File: src/rtl/alu_pkg.sv
// ============================================================================
// alu_pkg : op-codes, FSM state encoding and default width for alu_seq
// Rev 1.0 : initial release
// ============================================================================
`default_nettype none

package alu_pkg;

  localparam int ALU_WIDTH_DEFAULT = 32;

  localparam logic [3:0] ALU_AND  = 4'b0000;
  localparam logic [3:0] ALU_OR   = 4'b0001;
  localparam logic [3:0] ALU_XOR  = 4'b0010;
  localparam logic [3:0] ALU_NOR  = 4'b0011;
  localparam logic [3:0] ALU_SLT  = 4'b0100;
  localparam logic [3:0] ALU_ADD  = 4'b0101;
  localparam logic [3:0] ALU_SUB  = 4'b0110;
  localparam logic [3:0] ALU_SLTU = 4'b0111;
  localparam logic [3:0] ALU_SLL  = 4'b1000;
  localparam logic [3:0] ALU_SRL  = 4'b1001;
  localparam logic [3:0] ALU_SRA  = 4'b1010;
  localparam logic [3:0] ALU_MUL  = 4'b1011;

  typedef enum logic [1:0] {
    ST_IDLE = 2'd0,
    ST_BUSY = 2'd1,
    ST_DONE = 2'd2
  } state_t;

  function automatic logic is_shift(input logic [3:0] op);
    return (op == ALU_SLL) || (op == ALU_SRL) || (op == ALU_SRA);
  endfunction

endpackage

`default_nettype wire

File: src/rtl/alu_seq_comb.sv
// ============================================================================
// alu_seq_comb : single-cycle ALU ops (logic, ADD/SUB with overflow, SLT/SLTU)
// Rev 1.0 : initial release
// ============================================================================
`default_nettype none

module alu_seq_comb
  import alu_pkg::*;
#(
  parameter int WIDTH = ALU_WIDTH_DEFAULT
) (
  input  logic [WIDTH-1:0] i_a,
  input  logic [WIDTH-1:0] i_b,
  input  logic [3:0]       i_op,
  output logic [WIDTH-1:0] o_result,
  output logic             o_overflow
);

  logic [WIDTH-1:0] w_bp;
  logic [WIDTH-1:0] w_sum;

  always_comb begin
    w_bp       = (i_op == ALU_SUB) ? (~i_b + WIDTH'(1)) : i_b;
    w_sum      = i_a + w_bp;
    o_result   = '0;
    o_overflow = 1'b0;
    case (i_op)
      ALU_AND:  o_result = i_a & i_b;
      ALU_OR:   o_result = i_a | i_b;
      ALU_XOR:  o_result = i_a ^ i_b;
      ALU_NOR:  o_result = ~(i_a | i_b);
      ALU_SLT:  o_result = {{(WIDTH-1){1'b0}}, ($signed(i_a) < $signed(i_b))};
      ALU_SLTU: o_result = {{(WIDTH-1){1'b0}}, (i_a < i_b)};
      ALU_ADD, ALU_SUB: begin
        o_result   = w_sum;
        // Overflow: operands agree in sign but the sum does not.
        o_overflow = (i_a[WIDTH-1] == w_bp[WIDTH-1]) && (w_sum[WIDTH-1] != i_a[WIDTH-1]);
      end
      default: o_result = '0;
    endcase
  end

endmodule

`default_nettype wire

File: src/rtl/alu_seq.sv
// ============================================================================
// alu_seq : multi-cycle ALU with valid/ready handshake, bit-serial shifts
//           and optional shift-add multiplier (enabled by ALU_SEQ_MUL_EN)
// Rev 1.0 : initial release
// ============================================================================
`default_nettype none

module alu_seq
  import alu_pkg::*;
#(
  parameter int WIDTH = ALU_WIDTH_DEFAULT
) (
  input  logic             clk,
  input  logic             rst_n,
  input  logic             in_valid,
  output logic             in_ready,
  input  logic [WIDTH-1:0] a,
  input  logic [WIDTH-1:0] b,
  input  logic [3:0]       alu_op,
  output logic             out_valid,
  input  logic             out_ready,
  output logic [WIDTH-1:0] result,
  output logic             zero,
  output logic             overflow,
  output logic             illegal
);

  localparam int SHW = $clog2(WIDTH);
  localparam int CW  = SHW + 1;

  state_t           r_state;
  logic [3:0]       r_op;
  logic [WIDTH-1:0] r_work;
  logic [CW-1:0]    r_cnt;
  logic             r_in_ready;
  logic             r_out_valid;
  logic [WIDTH-1:0] r_result;
  logic             r_zero;
  logic             r_overflow;
  logic             r_illegal;

  logic [WIDTH-1:0] w_comb_res;
  logic             w_comb_ovf;
  logic             w_is_mul;
  logic             w_is_illegal;
  logic [WIDTH-1:0] w_shift_next;
  logic [WIDTH-1:0] w_work_next;
  logic [WIDTH-1:0] w_iter_res;

  alu_seq_comb #(.WIDTH(WIDTH)) u_comb (
    .i_a        (a),
    .i_b        (b),
    .i_op       (alu_op),
    .o_result   (w_comb_res),
    .o_overflow (w_comb_ovf)
  );

`ifdef ALU_SEQ_MUL_EN
  logic [WIDTH-1:0] r_mplr;
  logic [WIDTH-1:0] r_acc;
  logic [WIDTH-1:0] w_acc_next;
  assign w_is_mul     = (alu_op == ALU_MUL);
  assign w_is_illegal = (alu_op > ALU_MUL);
  assign w_acc_next   = r_acc + (r_mplr[0] ? r_work : '0);
`else
  assign w_is_mul     = 1'b0;
  assign w_is_illegal = (alu_op >= ALU_MUL);
`endif

  always_comb begin
    case (r_op)
      ALU_SLL: w_shift_next = {r_work[WIDTH-2:0], 1'b0};
      ALU_SRL: w_shift_next = {1'b0, r_work[WIDTH-1:1]};
      default: w_shift_next = {r_work[WIDTH-1], r_work[WIDTH-1:1]};
    endcase
    w_work_next = w_shift_next;
    w_iter_res  = w_shift_next;
`ifdef ALU_SEQ_MUL_EN
    // The multiplicand rides in r_work, shifting left once per iteration.
    if (r_op == ALU_MUL) begin
      w_work_next = {r_work[WIDTH-2:0], 1'b0};
      w_iter_res  = w_acc_next;
    end
`endif
  end

  always_ff @(posedge clk or negedge rst_n) begin
    if (!rst_n) begin
      r_state     <= ST_IDLE;
      r_op        <= '0;
      r_work      <= '0;
      r_cnt       <= '0;
      r_in_ready  <= 1'b1;
      r_out_valid <= 1'b0;
      r_result    <= '0;
      r_zero      <= 1'b0;
      r_overflow  <= 1'b0;
      r_illegal   <= 1'b0;
`ifdef ALU_SEQ_MUL_EN
      r_mplr      <= '0;
      r_acc       <= '0;
`endif
    end else begin
      case (r_state)
        ST_IDLE: begin
          if (in_valid && r_in_ready) begin
            r_op       <= alu_op;
            r_work     <= a;
            r_in_ready <= 1'b0;
            r_overflow <= 1'b0;
            r_illegal  <= 1'b0;
            if (w_is_illegal) begin
              r_state     <= ST_DONE;
              r_out_valid <= 1'b1;
              r_result    <= '0;
              r_zero      <= 1'b1;
              r_illegal   <= 1'b1;
            end else if (is_shift(alu_op)) begin
              if (b[SHW-1:0] == '0) begin
                r_state     <= ST_DONE;
                r_out_valid <= 1'b1;
                r_result    <= a;
                r_zero      <= (a == '0);
              end else begin
                r_state <= ST_BUSY;
                r_cnt   <= {1'b0, b[SHW-1:0]};
              end
            end else if (w_is_mul) begin
              r_state <= ST_BUSY;
              r_cnt   <= CW'(WIDTH);
`ifdef ALU_SEQ_MUL_EN
              r_mplr  <= b;
              r_acc   <= '0;
`endif
            end else begin
              r_state     <= ST_DONE;
              r_out_valid <= 1'b1;
              r_result    <= w_comb_res;
              r_zero      <= (w_comb_res == '0);
              r_overflow  <= w_comb_ovf;
            end
          end
        end
        ST_BUSY: begin
          r_work <= w_work_next;
`ifdef ALU_SEQ_MUL_EN
          r_mplr <= {1'b0, r_mplr[WIDTH-1:1]};
          r_acc  <= w_acc_next;
`endif
          if (r_cnt == CW'(1)) begin
            r_state     <= ST_DONE;
            r_out_valid <= 1'b1;
            r_result    <= w_iter_res;
            r_zero      <= (w_iter_res == '0);
          end else begin
            r_cnt <= r_cnt - CW'(1);
          end
        end
        ST_DONE: begin
          if (out_ready) begin
            r_state     <= ST_IDLE;
            r_out_valid <= 1'b0;
            r_in_ready  <= 1'b1;
          end
        end
        default: begin
          r_state     <= ST_IDLE;
          r_out_valid <= 1'b0;
          r_in_ready  <= 1'b1;
        end
      endcase
    end
  end

  assign in_ready  = r_in_ready;
  assign out_valid = r_out_valid;
  assign result    = r_result;
  assign zero      = r_zero;
  assign overflow  = r_overflow;
  assign illegal   = r_illegal;

endmodule

`default_nettype wire

File: config.mk
export PLATFORM = sky130hd
export DESIGN_NAME = alu_seq
export DESIGN_NICKNAME = d
export VERILOG_FILES = /design/src/rtl/alu_pkg.sv /design/src/rtl/alu_seq_comb.sv /design/src/rtl/alu_seq.sv
export SDC_FILE = /design/constraint.sdc
export NUM_CORES = 1
export LEC_CHECK = 0
export ABC_AREA = 1
export CORE_MARGIN = 3
export CORE_UTILIZATION = 45
export DETAILED_ROUTE_END_ITERATION = 12
export GPL_ROUTABILITY_DRIVEN = 0
export GPL_TIMING_DRIVEN = 0
export MAX_ROUTING_LAYER = met4
export PLACE_DENSITY = 0.71
export SLEW_MARGIN = 20
export SYNTH_ARGS = -nofsm -noshare
export SYNTH_HDL_FRONTEND = slang
export SYNTH_SLANG_ARGS = --single-unit
File: constraint.sdc
create_clock -name clk -period 3.05 [get_ports clk]
set_clock_uncertainty 0.15 [all_clocks]
set_input_delay 0.305 -clock clk [delete_from_list [all_inputs] [get_ports clk]]
set_output_delay 0.305 -clock clk [all_outputs]
set_load 0.02 [all_outputs]
==> flow_metrics.py, run 1 <==
metrics = {
    "floorplanning": {
        "start_util_pct": 46.0,
        "coreArea_um2": 22700,
        "boundaryPins": 109,
        "die-width_um": 158,
        "rows": 55,
        "die_y_um": 158,
        "die_area_um2": 25100,
    },
    "global_route": {
        "grt_overflow": 0,
        "antenna_found_initial": 0,
        "grt_pass1_vias": 11500,
        "grt_max_degree": 43,
        "grt_usage_pct": 30.9,
        "grt_pass1_wl_um": 59300,
    },
    "route": {
        "drtIter0Drc": 1318,
        "dr.pass1.iters": 7,
        "via_per_inst": 5.89,
        "wire_per_inst_um": 19.3,
        "vias": 12900,
        "detail_route.wirelength_um": 42200,
        "ant_nets": 0,
        "drc_errors": 0,
    },
    "timing": {
        "period_minus_slack_ns": 3.88,
        "fin_ws_ns": -0.827,
        "setup_viol": 21,
        "fmax_ghz": 0.258,
        "fin_setup_tns_ns": -9.17,
        "hold_viol_final": 0,
        "grt_setup_unrepaired": "yes",
        "fin_crit_sh_pct": 127,
        "slew_headroom_pct": 16.7,
        "finalMaxSlewViolations": 0,
        "worst_pin_slew_ns": 1.25,
    },
    "final_layout": {
        "fillers": 1835,
        "drive_gt1_share_pct": 27.0,
        "final_nets": 2103,
        "syn_to_final_growth_pct": 43.0,
        "diodes": 0,
    },
    "placement": {
        "port_buffers": 108,
        "dp.final_hpwl_um": 29800,
    },
    "power_and_ir_drop": {
        "p_leak_nw": 7.25,
        "switchingPower_w": 0.00359,
        "internal_power_w": 0.00420,
        "comb_power_share_pct": 60.5,
        "p_total_w": 0.00779,
        "p_seq_share_pct": 24.8,
        "ir_drop_mv": 0.349,
        "clockPowerShare_pct": 14.7,
        "powerDensity_nw_per_um2": 521,
        "swShare_pct": 46.1,
    },
    "clocking": {
        "cts_tree": "built",
        "cts_buffers": 9,
        "htreeDepth": 3,
        "insertion_delay_ns": 0.35,
        "clk_path_buf_depth": 2,
        "cts_sinks": 81,
        "clockRootBuffer": "clkbuf_16",
        "path_clk_slew_ns": 0.06,
    },
    "synthesis": {
        "synth_seq_area_share_pct": 19.4,
        "yosysUniqueCellTypes": 52,
        "synth-seq-cells": 81,
        "syn_area_per_cell_um2": 6.28,
        "ys_warn_count": 0,
        "synthesis.area_um2": 10400,
        "synthCells": 1665,
        "postSynthNetCount": 1873,
    },
    "worst_setup_path": {
        "worstPathArrival_ns": 4.00,
        "rr_worst_depth": 6,
        "cp_slowest_stage_delay_ns": 0.37,
        "worstPathRequired_ns": 3.17,
        "critPathKind": "in2reg",
        "rrSetupSlack_ns": 0.20,
        "startpoint_type": "primary input",
        "rr_endpoint": "result[15]",
        "end_kind": "register",
        "crit_fanout": 4,
        "cpMaxStageDelayCell": "ha_1",
        "regToRegStartpoint": "r_state[0]",
    },
    "min_path": {
        "hold_path_depth": 3,
        "hp-start": "alu_op[2]",
        "hp-class": "in2reg",
        "holdPathEnd": "r_op[2]",
    },
    "run_status": {
        "status": "finished, violations left",
        "violations": "setup timing",
    },
    "job": {
        "cap_violations": 0,
    },
}
layout make-up:
| cell class | instances | area (um2) | share of cell area [%] |
|---|---|---|---|
| clock buffer | 10 | 229 | 1.53 |
| multi-input combinational | 1260 | 8810 | 59.0 |
| timing repair buffer | 219 | 2060 | 13.8 |
| inverter | 275 | 1070 | 7.17 |
| buffer | 49 | 302 | 2.02 |
| tap | 285 | 357 | 2.39 |
| clock inverter | 6 | 82.6 | 0.553 |
| sequential | 81 | 2030 | 13.6 |
power groups by stage:
stage	Combinational, W	Sequential, W	Clock (W)
finish	0.00471	0.00193	0.00115
floorplan	0.00224	0.00218	0
detailed placement	0.00391	0.00194	0
global route	0.00513	0.00200	0.00120
CTS	0.00415	0.00193	0.00115
global placement	0.00382	0.00193	0
through the flow:
step / hold slack (ns) / cells / instance area, um2 / utilization (%) / setup WS (ns)
global placement: 0.321 / 2058 / 12000 / 52.7 / -2.03
global route: 0.193 / 2185 / 14900 / 65.8 / -0.992
floorplan: -0.141 / 1665 / 10500 / - / -0.365
detailed placement: 0.178 / 2059 / 12000 / 52.8 / -2.04
finish: 0.171 / 2185 / 14900 / 65.8 / -0.827
CTS: 0.207 / 2134 / 13300 / 58.7 / -0.818
state kept, by name (all words and copies together), names as in the netlist:
name / count
r_state: 2
overflow: 1
out_valid: 1
r_cnt: 6
zero: 1
r_work: 32
in_ready: 1
result: 32
r_op: 4
illegal: 1
cell usage in the layout, fill, tap and decap left out, types with 36 or more instances in the layout:
| cell type | n |
|---|---|
| nand2_1 | 331 |
| inv_1 | 238 |
| nor2_1 | 148 |
| ha_1 | 118 |
| clkdlybuf4s50_1 | 84 |
| dfrtp_1 | 80 |
| nand2_2 | 79 |
| buf_4 | 79 |
| o21ai_0 | 78 |
| nand3_1 | 50 |
| buf_6 | 44 |
| nand3_2 | 36 |
| nand2_4 | 36 |
worst max path at each step:
stage | startpoint | end | cells past startpoint
CTS | b[0] | zero | 30
finish | b[0] | zero | 29
global route | b[0] | zero | 33
global placement | alu_op[0] | zero | 28
floorplan | b[0] | zero | 30
detailed placement | alu_op[0] | zero | 28
timing repair:
item                                   in CTS  in global routing
setup buffers                              60                 56
pin swaps                                  88                146
gates resized for setup                   238                324
hold buffers                                1                  0
endpoints found under the hold margin      40                  0
setup endpoints to repair                  33                 32
metal layers:
layer	global-route usage [%]	vias up	share of wire (%)	wire (um)
li1	-	5893	-	-
met1	41.0	5977	39	16400
met2	50.3	799	46	19400
met3	2.42	205	9.6	4070
met4	10.1	0	5.4	2270
met5	-	-	0	0
worst max-delay path: cells and delay by family:
kind / cells / cell delay [ns]
AO/OA/AOI/OAI: 6 / 0.88
XOR/XNOR: 1 / 0.17
adder cells (fa/ha/maj): 2 / 0.51
buffers and inverters: 4 / 0.42
AND/OR/NAND/NOR: 16 / 1.68
kinds of logic (layout without fill, tap and decap cells):
family | after synthesis | in the layout | share of synthesized area [%]
flops | 81 | 81 | 19.4
xor+xnor | 32 | 32 | 2.68
simple gates | 809 | 809 | 32.4
compound gates | 283 | 283 | 16.7
fa+ha+maj | 136 | 136 | 16.4
buf+inv | 324 | 559 | 12.4
cells in the mapped netlist, drive strengths merged:
cell type,n,area (um2)
nand2,447,1690
inv,275,1030
nor2,196,758
ha,135,1690
o21ai,115,576
nand3,94,488
dfrtp,80,2000
a21oi,49,253
a31oi,36,225
xor2,31,272
o221ai,30,263
buf,25,174
clkbuf,24,93.8
nand4,21,138
nor3,19,100
nand3b,12,90.1
a221oi,9,85.1
or2,9,56.3
a211oi,8,60.1
nor4,8,50.1
o22ai,8,50.1
a22o,7,61.3
o211ai,5,37.5
o21bai,4,30.0
o2111ai,3,26.3
o21a,3,22.5
o31ai,3,27.5
and2,2,12.5
a21o,1,7.51
a32o,1,10.0
a41oi,1,8.76
dfstp,1,26.3
fa,1,20.0
nor3b,1,7.51
xnor2,1,8.76
No activity file was read; power rests on OpenSTA's default activity.
==> run 2: changes to the inputs <==
--- a/config.mk
+++ b/config.mk
@@ -7,12 +7,13 @@
 export LEC_CHECK = 0
 export ABC_AREA = 1
 export CORE_MARGIN = 3
-export CORE_UTILIZATION = 45
+export CORE_UTILIZATION = 40
 export DETAILED_ROUTE_END_ITERATION = 12
 export GPL_ROUTABILITY_DRIVEN = 0
 export GPL_TIMING_DRIVEN = 0
 export MAX_ROUTING_LAYER = met4
-export PLACE_DENSITY = 0.71
+export PLACE_DENSITY_LB_ADDON = 0.08
+export REMOVE_ABC_BUFFERS = 1
 export SLEW_MARGIN = 20
 export SYNTH_ARGS = -nofsm -noshare
 export SYNTH_HDL_FRONTEND = slang
==> run 2 against run 1 <==
The run still ends with setup timing left. Die area up 12%. Cell area is 2.8% lower. Sequential share of layout area rose by 0.40 points. Non-clock buffer count shrank 65. Worst hold slack got worse by 0.039 ns. Sequential cell count did not move. Register-to-register slack improved by 0.06 ns. Via count decreased by 8.8%. Global-route usage shrank 4.2 points. Critical path type unchanged. Critical endpoint unchanged.
==> flow_metrics.py, run 2 (synthesis results as in run 1) <==
metrics = {
    "run_status": {
        "status": "finished, violations left",
        "violations": "setup timing",
    },
    "global_route": {
        "grtUsageMet3_pct": 1.44,
        "grt-busiest-layer": "met2",
        "grtUsageMet1_pct": 38.0,
        "grt_pass1_vias": 11100,
        "grtUsageMet2_pct": 41.3,
        "grt_usage_pct": 26.7,
        "antenna_found_initial": 0,
        "grt_pass1_wl_um": 58600,
        "grt_overflow": 0,
        "grt_max_degree": 50,
    },
    "timing": {
        "fin_crit_sh_pct": 124,
        "slew_headroom_pct": 26.7,
        "setup_viol": 21,
        "grt_setup_unrepaired": "yes",
        "hold_viol_final": 0,
        "fmax_ghz": 0.264,
        "fin_ws_ns": -0.738,
        "period_minus_slack_ns": 3.79,
        "finalMaxSlewViolations": 0,
        "worst_pin_slew_ns": 1.10,
    },
    "power_and_ir_drop": {
        "switchingPower_w": 0.00338,
        "powerDensity_nw_per_um2": 520,
        "ir_drop_mv": 0.675,
        "p_leak_nw": 6.89,
        "internal_power_w": 0.00416,
        "clockPowerShare_pct": 15.4,
        "comb_power_share_pct": 59.1,
        "swShare_pct": 44.8,
        "p_seq_share_pct": 25.5,
    },
    "worst_setup_path": {
        "worstPathArrival_ns": 3.90,
        "startpoint_type": "primary input",
        "cp_slowest_stage_delay_ns": 0.25,
        "worstPathRequired_ns": 3.17,
        "cpMaxStageDelayCell": "ha_4",
        "rr_worst_depth": 5,
        "critPathKind": "in2reg",
        "rrSetupSlack_ns": 0.26,
        "regToRegStartpoint": "r_state[1]",
        "crit_fanout": 4,
        "cpMostUsedCell": "nand2_1",
        "rr_endpoint": "r_work[17]",
        "end_kind": "register",
    },
    "clocking": {
        "cts_buffers": 9,
        "clockRootBuffer": "clkbuf_16",
        "htreeDepth": 3,
        "insertion_delay_ns": 0.34,
        "cts_sinks": 81,
        "clk_path_buf_depth": 2,
        "cts_tree": "built",
        "path_clk_slew_ns": 0.06,
    },
    "route": {
        "vias": 11700,
        "ant_nets": 0,
        "detail_route.wirelength_um": 38200,
        "via_per_inst": 5.42,
        "drtIter0Drc": 808,
        "dr.pass1.iters": 5,
        "wire_per_inst_um": 17.6,
        "drc_errors": 0,
    },
    "floorplanning": {
        "rows": 58,
        "boundaryPins": 109,
        "die_area_um2": 28100,
        "start_util_pct": 41.1,
        "die_y_um": 168,
        "die-width_um": 168,
        "coreArea_um2": 25400,
    },
    "placement": {
        "port_buffers": 108,
        "placedInstanceArea_um2": 11900,
        "post-place-ws_ns": -2.16,
        "dp.final_hpwl_um": 29200,
    },
    "final_layout": {
        "layout_commonest_cell": "nand2_1",
        "final_cell_mix": "nand2_1 (366), inv_1 (237), nor2_1 (151)",
        "syn_to_final_growth_pct": 38.9,
        "final_nets": 2039,
        "fin_area_um2": 14500,
        "fillers": 2432,
        "drive_gt1_share_pct": 23.4,
        "diodes": 0,
    },
    "min_path": {
        "hp-class": "in2reg",
        "holdPathEnd": "r_op[2]",
        "hold_path_depth": 3,
        "hp-start": "alu_op[2]",
    },
    "job": {
        "cap_violations": 0,
    },
}
run 2: cell types whose count changed in the layout (fill, tap and decap cells not counted), sizes merged:
cell,previous run,this run
dlygate4sd2,7,10
clkbuf,36,13
clkinv,3,2
buf,145,101
clkinvlp,1,4
inv,275,273
run 2: worst max path at each step:
stage	slack, ns	startpoint	end	cells past startpoint
final	-0.74	b[0]	zero	30
after global routing	-0.99	b[10]	zero	29
after CTS	-0.98	b[1]	zero	30
after detailed placement	-2.16	b[1]	zero	30
after global placement	-2.22	alu_op[3]	zero	27
after floorplan	-0.53	b[1]	zero	30
run 2: power groups by stage:
stage | logic, W | clock network (W) | registers, W
after floorplan | 0.00214 | 0 | 0.00219
after global placement | 0.00373 | 0 | 0.00193
after detailed placement | 0.00388 | 0 | 0.00195
after CTS | 0.00417 | 0.00116 | 0.00193
after global routing | 0.00493 | 0.00120 | 0.00200
final | 0.00446 | 0.00116 | 0.00192
run 2: worst max-delay path, delay by kind of cell:
kind | cells | cell delay, ns
xor+xnor | 1 | 0.18
simple gates | 16 | 1.72
fa+ha+maj | 2 | 0.40
compound gates | 6 | 0.78
buf+inv | 5 | 0.51
run 2: area by class of cell:
| type | count | area [um2] | share of cell area [%] |
|---|---|---|---|
| clock buffer | 11 | 233 | 1.60 |
| multi-input combinational | 1260 | 8650 | 59.6 |
| timing repair inverter | 1 | 7.51 | 0.0517 |
| timing repair buffer | 203 | 2040 | 14.0 |
| inverter | 275 | 1070 | 7.34 |
| sequential | 81 | 2030 | 14.0 |
| tap | 330 | 413 | 2.84 |
| clock inverter | 5 | 80.1 | 0.552 |
run 2: layer usage:
layer | part of all wire, % | vias up
li1 | - | 5754
met1 | 46 | 5565
met2 | 45 | 363
met3 | 5.8 | 54
met4 | 2.5 | 0
met5 | 0 | -
run 2: through the flow:
step | hold slack (ns) | utilization [%] | setup TNS [ns] | total power, W | instances
floorplan | -0.141 | - | -12.45 | 0.00432 | 1616
global placement | 0.320 | 46.0 | -251.69 | 0.00566 | 2054
detailed placement | 0.144 | 46.7 | -55.09 | 0.00583 | 2060
CTS | 0.171 | 52.7 | -8.91 | 0.00726 | 2125
global route | 0.146 | 57.1 | -10.99 | 0.00814 | 2166
finish | 0.132 | 57.1 | -7.04 | 0.00755 | 2166
run 2: what timing repair did:
item                       CTS  global route
setup buffers               51            44
cloned                       1             0
pin swaps                  100           102
hold endpoints to repair    31             0
resized for setup          305           192
setup endpoints to repair   35            28
hold buffers                 1             0
